$ cat src/rtl/tx_if.sv
// Transmitter host-side bus: baud tick, byte write strobe, serial line and buffer status.
// The master modport is the host/driver side; the slave modport is the transmitter.
interface tx_if;
    logic       txEnable;
    logic [7:0] tx_data;
    logic       load;
    logic       TxD;
    logic       TBR;

    modport master (
        output txEnable,
        output tx_data,
        output load,
        input  TxD,
        input  TBR
    );

    modport slave (
        input  txEnable,
        input  tx_data,
        input  load,
        output TxD,
        output TBR
    );
endinterface

$ cat src/rtl/transmitter.sv
// UART transmitter: 8-bit holding buffer feeding a frame shift register.
// Each bit is held for 16 txEnable ticks and bits go out LSB first.
// Optional macro TX_PARITY_EN adds an even-parity bit after the data (8E1);
// when it is undefined the frame is 8N1.
module transmitter (
    input  logic clk,
    input  logic rst,
    tx_if.slave  bus
);

`ifdef TX_PARITY_EN
    localparam int FRAME_W = 11;

    typedef enum logic [2:0] {
        IDLE   = 3'd0,
        START  = 3'd1,
        DATA   = 3'd2,
        PARITY = 3'd3,
        STOP   = 3'd4
    } state_t;

    // Even parity over the data byte: the bit that makes the total count of ones even.
    function automatic logic even_parity(input logic [7:0] d);
        return ^d;
    endfunction
`else
    localparam int FRAME_W = 10;

    typedef enum logic [2:0] {
        IDLE  = 3'd0,
        START = 3'd1,
        DATA  = 3'd2,
        STOP  = 3'd3
    } state_t;
`endif

    state_t               state_r;
    logic [7:0]           buf_r;
    logic                 buf_full_r;
    logic                 tbr_r;
    logic                 txd_r;
    logic [3:0]           tick_r;
    logic [2:0]           bit_idx_r;
    logic [FRAME_W-1:0]   shift_r;
    logic [FRAME_W-1:0]   frame_s;
    logic                 last_tick_s;

    // Frame image in transmit order: bit 0 is the start bit, the top bit is the stop bit.
    always_comb begin
        frame_s = '1;
`ifdef TX_PARITY_EN
        frame_s = {1'b1, even_parity(buf_r), buf_r, 1'b0};
`else
        frame_s = {1'b1, buf_r, 1'b0};
`endif
    end

    // The 16th tick of a bit period: the bit ends on this edge.
    always_comb begin
        last_tick_s = 1'b0;
        if (bus.txEnable && (tick_r == 4'd15)) begin
            last_tick_s = 1'b1;
        end else begin
            last_tick_s = 1'b0;
        end
    end

    // Holding buffer, frame FSM, bit timing and the registered serial line.
    always_ff @(posedge clk) begin
        if (rst) begin
            state_r    <= IDLE;
            buf_r      <= 8'h00;
            buf_full_r <= 1'b0;
            tbr_r      <= 1'b1;
            txd_r      <= 1'b1;
            tick_r     <= 4'd0;
            bit_idx_r  <= 3'd0;
            shift_r    <= '1;
        end else begin
            // A write is only taken while the holding buffer is empty.
            if (bus.load && tbr_r) begin
                buf_r      <= bus.tx_data;
                buf_full_r <= 1'b1;
                tbr_r      <= 1'b0;
            end

            case (state_r)
                IDLE: begin
                    txd_r     <= 1'b1;
                    tick_r    <= 4'd0;
                    bit_idx_r <= 3'd0;
                    if (buf_full_r) begin
                        shift_r    <= frame_s;
                        txd_r      <= 1'b0;
                        buf_full_r <= 1'b0;
                        tbr_r      <= 1'b1;
                        state_r    <= START;
                    end
                end
                START: begin
                    if (last_tick_s) begin
                        tick_r    <= 4'd0;
                        bit_idx_r <= 3'd0;
                        shift_r   <= {1'b1, shift_r[FRAME_W-1:1]};
                        txd_r     <= shift_r[1];
                        state_r   <= DATA;
                    end else if (bus.txEnable) begin
                        tick_r <= tick_r + 4'd1;
                    end
                end
                DATA: begin
                    if (last_tick_s) begin
                        tick_r  <= 4'd0;
                        shift_r <= {1'b1, shift_r[FRAME_W-1:1]};
                        txd_r   <= shift_r[1];
                        if (bit_idx_r == 3'd7) begin
                            bit_idx_r <= 3'd0;
`ifdef TX_PARITY_EN
                            state_r   <= PARITY;
`else
                            state_r   <= STOP;
`endif
                        end else begin
                            bit_idx_r <= bit_idx_r + 3'd1;
                        end
                    end else if (bus.txEnable) begin
                        tick_r <= tick_r + 4'd1;
                    end
                end
`ifdef TX_PARITY_EN
                PARITY: begin
                    if (last_tick_s) begin
                        tick_r    <= 4'd0;
                        bit_idx_r <= 3'd0;
                        shift_r   <= {1'b1, shift_r[FRAME_W-1:1]};
                        txd_r     <= shift_r[1];
                        state_r   <= STOP;
                    end else if (bus.txEnable) begin
                        tick_r <= tick_r + 4'd1;
                    end
                end
`endif
                STOP: begin
                    if (last_tick_s) begin
                        tick_r    <= 4'd0;
                        bit_idx_r <= 3'd0;
                        if (buf_full_r) begin
                            // Next byte already waiting: start bit follows the stop bit directly.
                            shift_r    <= frame_s;
                            txd_r      <= 1'b0;
                            buf_full_r <= 1'b0;
                            tbr_r      <= 1'b1;
                            state_r    <= START;
                        end else begin
                            shift_r <= '1;
                            txd_r   <= 1'b1;
                            state_r <= IDLE;
                        end
                    end else if (bus.txEnable) begin
                        tick_r <= tick_r + 4'd1;
                    end
                end
                default: begin
                    state_r   <= IDLE;
                    txd_r     <= 1'b1;
                    tick_r    <= 4'd0;
                    bit_idx_r <= 3'd0;
                    shift_r   <= '1;
                end
            endcase
        end
    end

    assign bus.TxD = txd_r;
    assign bus.TBR = tbr_r;

endmodule
$ cat src/flat_wrapper.sv
// flat-port wrapper written by rule: the top's interface ports become plain ports
module transmitter_flat 
  (clk, rst, bus_txEnable, bus_tx_data, bus_load, bus_TxD, bus_TBR);
  tx_if bus_i ();
  input  logic clk;
  input  logic rst;
  input wire logic [$bits(bus_i.txEnable)-1:0] bus_txEnable;
  input wire logic [$bits(bus_i.tx_data)-1:0] bus_tx_data;
  input wire logic [$bits(bus_i.load)-1:0] bus_load;
  output wire logic [$bits(bus_i.TxD)-1:0] bus_TxD;
  output wire logic [$bits(bus_i.TBR)-1:0] bus_TBR;
  assign bus_i.txEnable = bus_txEnable;
  assign bus_i.tx_data = bus_tx_data;
  assign bus_i.load = bus_load;
  assign bus_TxD = bus_i.TxD;
  assign bus_TBR = bus_i.TBR;
  transmitter u_core (.clk(clk), .rst(rst), .bus(bus_i));
endmodule
$ cat config.mk
export PLATFORM = sky130hd
export DESIGN_NAME = transmitter_flat
export DESIGN_NICKNAME = d
export VERILOG_FILES = /design/src/rtl/tx_if.sv /design/src/rtl/transmitter.sv /design/src/flat_wrapper.sv
export SDC_FILE = /design/constraint.sdc
export NUM_CORES = 1
export LEC_CHECK = 0
export CORE_UTILIZATION = 45
export DETAILED_ROUTE_END_ITERATION = 8
export GPL_TIMING_DRIVEN = 0
export PLACE_DENSITY = 0.66
export SETUP_SLACK_MARGIN = 0.05
export SYNTH_ARGS = -nofsm -noshare
export SYNTH_HDL_FRONTEND = slang
export SYNTH_SLANG_ARGS = --single-unit
$ cat constraint.sdc
create_clock -name clk -period 2 [get_ports clk]
set_input_delay 0.6 -clock clk [delete_from_list [all_inputs] [get_ports clk]]
set_output_delay 0.6 -clock clk [all_outputs]
set_load 0.01 [all_outputs]
==> results.md <==
* Nets@finish at 191
* Synthesis Warnings at 0
* Largest net degree at the start of global routing at 17
* Starting density of the core at 47.5%
* # rows at 19
* Num CTS Buffers at 3
* Crit-path max cell delay at 0.54 ns
* Depth of the CTS H-tree at 1
* Power Density at 1220 mW/mm^2
* Cells after synthesis at 154
* DR pass1 iterations at 4
* Cts hold-fix bufs at 0
* Reg2reg path depth at 6
* Setup TNS at 0 ns
* Largest cells by area after synthesis: dfxtp_1 43%, a21oi_1 7.7%, ha_1 6.8%
* GRT Total Usage at 18.8%
* Yosys top cell by area: dfxtp_1
* DR vias/cell at 5.54
* Core area at 0.00273 mm^2
* Worst r2r src: u_core.state_r[0]
* Max-Cap Viols at 0
* CTS tree: done
* Hold depth at 2
* # fillers at 281
* Worst setup EP type: output pin
* Post-synthesis cell area at 0.00130 mm^2
* Post-synth cell types at 34
* Wire length per cell at 12.8 um
* Unrepaired setup endpoints after global routing: no
* Final Hold Fails at 0
* CTS Buffer Depth at 2
* Hold WC Path Type: flop to flop
* Leak at 0.568 nW
* Sequential fraction of the synthesis area at 43.2%
* Diodes inserted at 0
* Clock Sink Count at 28
* Drt drc at 0
* Clock root cell: clkbuf_4
* Worst path arrival time at 1.25 ns
* # setup viols final at 0
* IO buf count at 12
* Fin crit share at 92.3%
* Post-DP HPWL at 1950 um
* R2R Path End: u_core.state_r[0]
* Tightest Pin Transition at 0.509 ns
* Post-place setup slack at -0.271 ns
* Outcome: finished, final reports clean
* Gpl congestion at 0.720
* Syn_area_per_cell at 8.43 um^2
* Post-DRT Antenna Nets at 0
* Worst path cell trace: clkdlybuf4s50_1
* Slew Viols, Final at 0
* Overflow after GRT at 0
* Die ar. at 0.00310 mm^2
* Critical path depth at 1
* Final WL at 2590 um
* Clock Pin Slew Worst Setup and Hold Paths at 0.16 ns
* Hold Crit Endpoint: u_core.buf_r[4]
* Buf+Inv Stages, Crit Path at 1
* Yosys reg bits at 28
* Clk_skew at 0.00695 ns
* Vias in the first global route at 1096
* Area grow syn2layout at 17.8%
* First-pass GRT wire length at 4770 um
* Worst path slowest cell: clkdlybuf4s50_1
* Share of cells above drive strength 1 at 10.5%
* Max FO, Critical Path at 4
* Post-layout min period at 1.85 ns
* 1st-iter DRT viols at 48
* Worst vdd ir at 0.000663 V
* Worst EP required at 1.40 ns
* Synth top area share at 43.2%
* Die height at 55.7 um
* DIE WIDTH at 55.7 um
* Family with the most delay on the worst path: buffers and inverters
* Initial antenna violation count at 0
* Slew margin rel. at 66.0%
* Via Count at 1120
* Fmax at 542 MHz
* I/O Pins at 14
* Hold path startpoint: u_core.buf_r[4]
* CP Launch Type: flop
* Synth Net Count at 173
* Worst setup margin at 0.155 ns
* Crit Path Class: flop to output pin
* Flop-to-flop setup slack at 0.21 ns
* Clk_lat worst skew at 0.33 ns
* Final Core Density at 55.9%
[through the flow]
step           instance area, um^2  hold WS [ns]  cells  power, mW
3_3_place_gp                  1460         0.439    197       1.45
4_1_cts                       1510         0.467    201       1.85
5_1_grt                       1530         0.493    202       2.01
6_report                      1530         0.467    202       1.87
2_1_floorplan                 1300         0.433    154       1.30
3_5_place_dp                  1460         0.447    197       1.48
[cell families after synthesis]
group | Yosys count | share of synthesized area (%)
simple gates | 58 | 22.4
compound gates | 44 | 20.3
flops | 28 | 43.2
buf+inv | 12 | 3.86
fa+ha+maj | 7 | 6.75
xor+xnor | 3 | 2.03
mux | 2 | 1.54
[cells in the mapped netlist]
| cell | n |
|---|---|
| or3_1 | 1 |
| or3_2 | 1 |
| nand4_2 | 1 |
| or2_2 | 2 |
| a2111oi_1 | 1 |
| xor2_1 | 2 |
| buf_2 | 1 |
| mux2i_1 | 2 |
| and2_1 | 2 |
| or3_4 | 1 |
| ha_1 | 7 |
| a211oi_2 | 1 |
| nor3_1 | 10 |
| a31oi_1 | 9 |
| xnor2_1 | 1 |
| and2_4 | 1 |
| nand4_1 | 1 |
| nand2b_1 | 1 |
| buf_1 | 1 |
| inv_1 | 4 |
| dfxtp_1 | 28 |
| nor4b_1 | 1 |
| nor2b_1 | 3 |
| a21oi_4 | 1 |
| nand2_1 | 22 |
| nor2_1 | 9 |
| nand3_1 | 1 |
| a211o_1 | 1 |
| clkbuf_1 | 5 |
| a21oi_1 | 20 |
| o221ai_1 | 1 |
| buf_4 | 1 |
| o21ai_0 | 10 |
| nand3b_1 | 1 |
[report_power, final]
part / internal (mW) / switching (mW) / leakage [nW]
clock: 0.203 / 0.170 / 0.0279
sequential: 0.664 / 0.0686 / 0.230
combinational: 0.351 / 0.414 / 0.310
total: 1.22 / 0.653 / 0.568
[flip-flops by register name (all words and copies together), names as in the netlist]
name               cells
u_core.buf_r           8
u_core.bus.TBR         1
u_core.state_r         2
u_core.bus.TxD         1
u_core.buf_full_r      1
u_core.tick_r          4
u_core.bit_idx_r       3
u_core.shift_r         8
[routing by layer]
metal | GRT usage [%] | up-vias | part of all wire (%)
met5 | 0 | - | 0
met4 | 4.29 | 0 | 1.1
met3 | 2.09 | 4 | 2.5
met2 | 33.0 | 17 | 48
met1 | 24.6 | 520 | 48
li1 | - | 579 | -
[worst max path at each step]
stage	startpoint	endpoint	slack, ns
6_report	u_core.bus.TBR	bus_TBR	0.15
5_1_grt	bus_txEnable	u_core.state_r[0]	0.09
4_1_cts	bus_txEnable	u_core.shift_r[8]	0.1
3_5_place_dp	bus_txEnable	u_core.state_r[0]	-0.27
3_3_place_gp	bus_txEnable	u_core.state_r[0]	-0.23
2_1_floorplan	u_core.state_r[0]	u_core.state_r[0]	0.31
[final cells by class]
| cell class | count | area, um^2 | share of cell area, % |
|---|---|---|---|
| Timing Repair Buffer | 13 | 128 | 8.35 |
| Sequential cell | 28 | 563 | 36.8 |
| Inverter | 4 | 15.0 | 0.982 |
| Tap cell | 31 | 38.8 | 2.54 |
| Clock inverter | 1 | 30.0 | 1.96 |
| Clock buffer | 3 | 22.5 | 1.47 |
| Buffer | 8 | 36.3 | 2.37 |
| Multi-Input combinational cell | 114 | 696 | 45.5 |
[timing repair]
action / in CTS / in global routing
buffers inserted: 0 / 1
endpoints found under the setup margin: 0 / 9
resized for setup: 0 / 5
[cells in the final DEF, fill, tap and decap left out, drive strengths merged]
cell type and instances:
nor4b 1, a21oi 21, o21ai 10, nand2b 1
nor3 10, ha 7, clkdlybuf4s50 12, or3 3
and2 3, nand3b 1, xnor2 1, a31oi 9
nand2 22, clkbuf 8, mux2i 2, o221ai 1
nand4 2, nor2 9, a211o 1, dfxtp 28
a211oi 1, nand3 1, xor2 2, a2111oi 1
or2 2, inv 4, buf 4, bufinv 1
nor2b 3
Power figures use the tool's default switching activity.
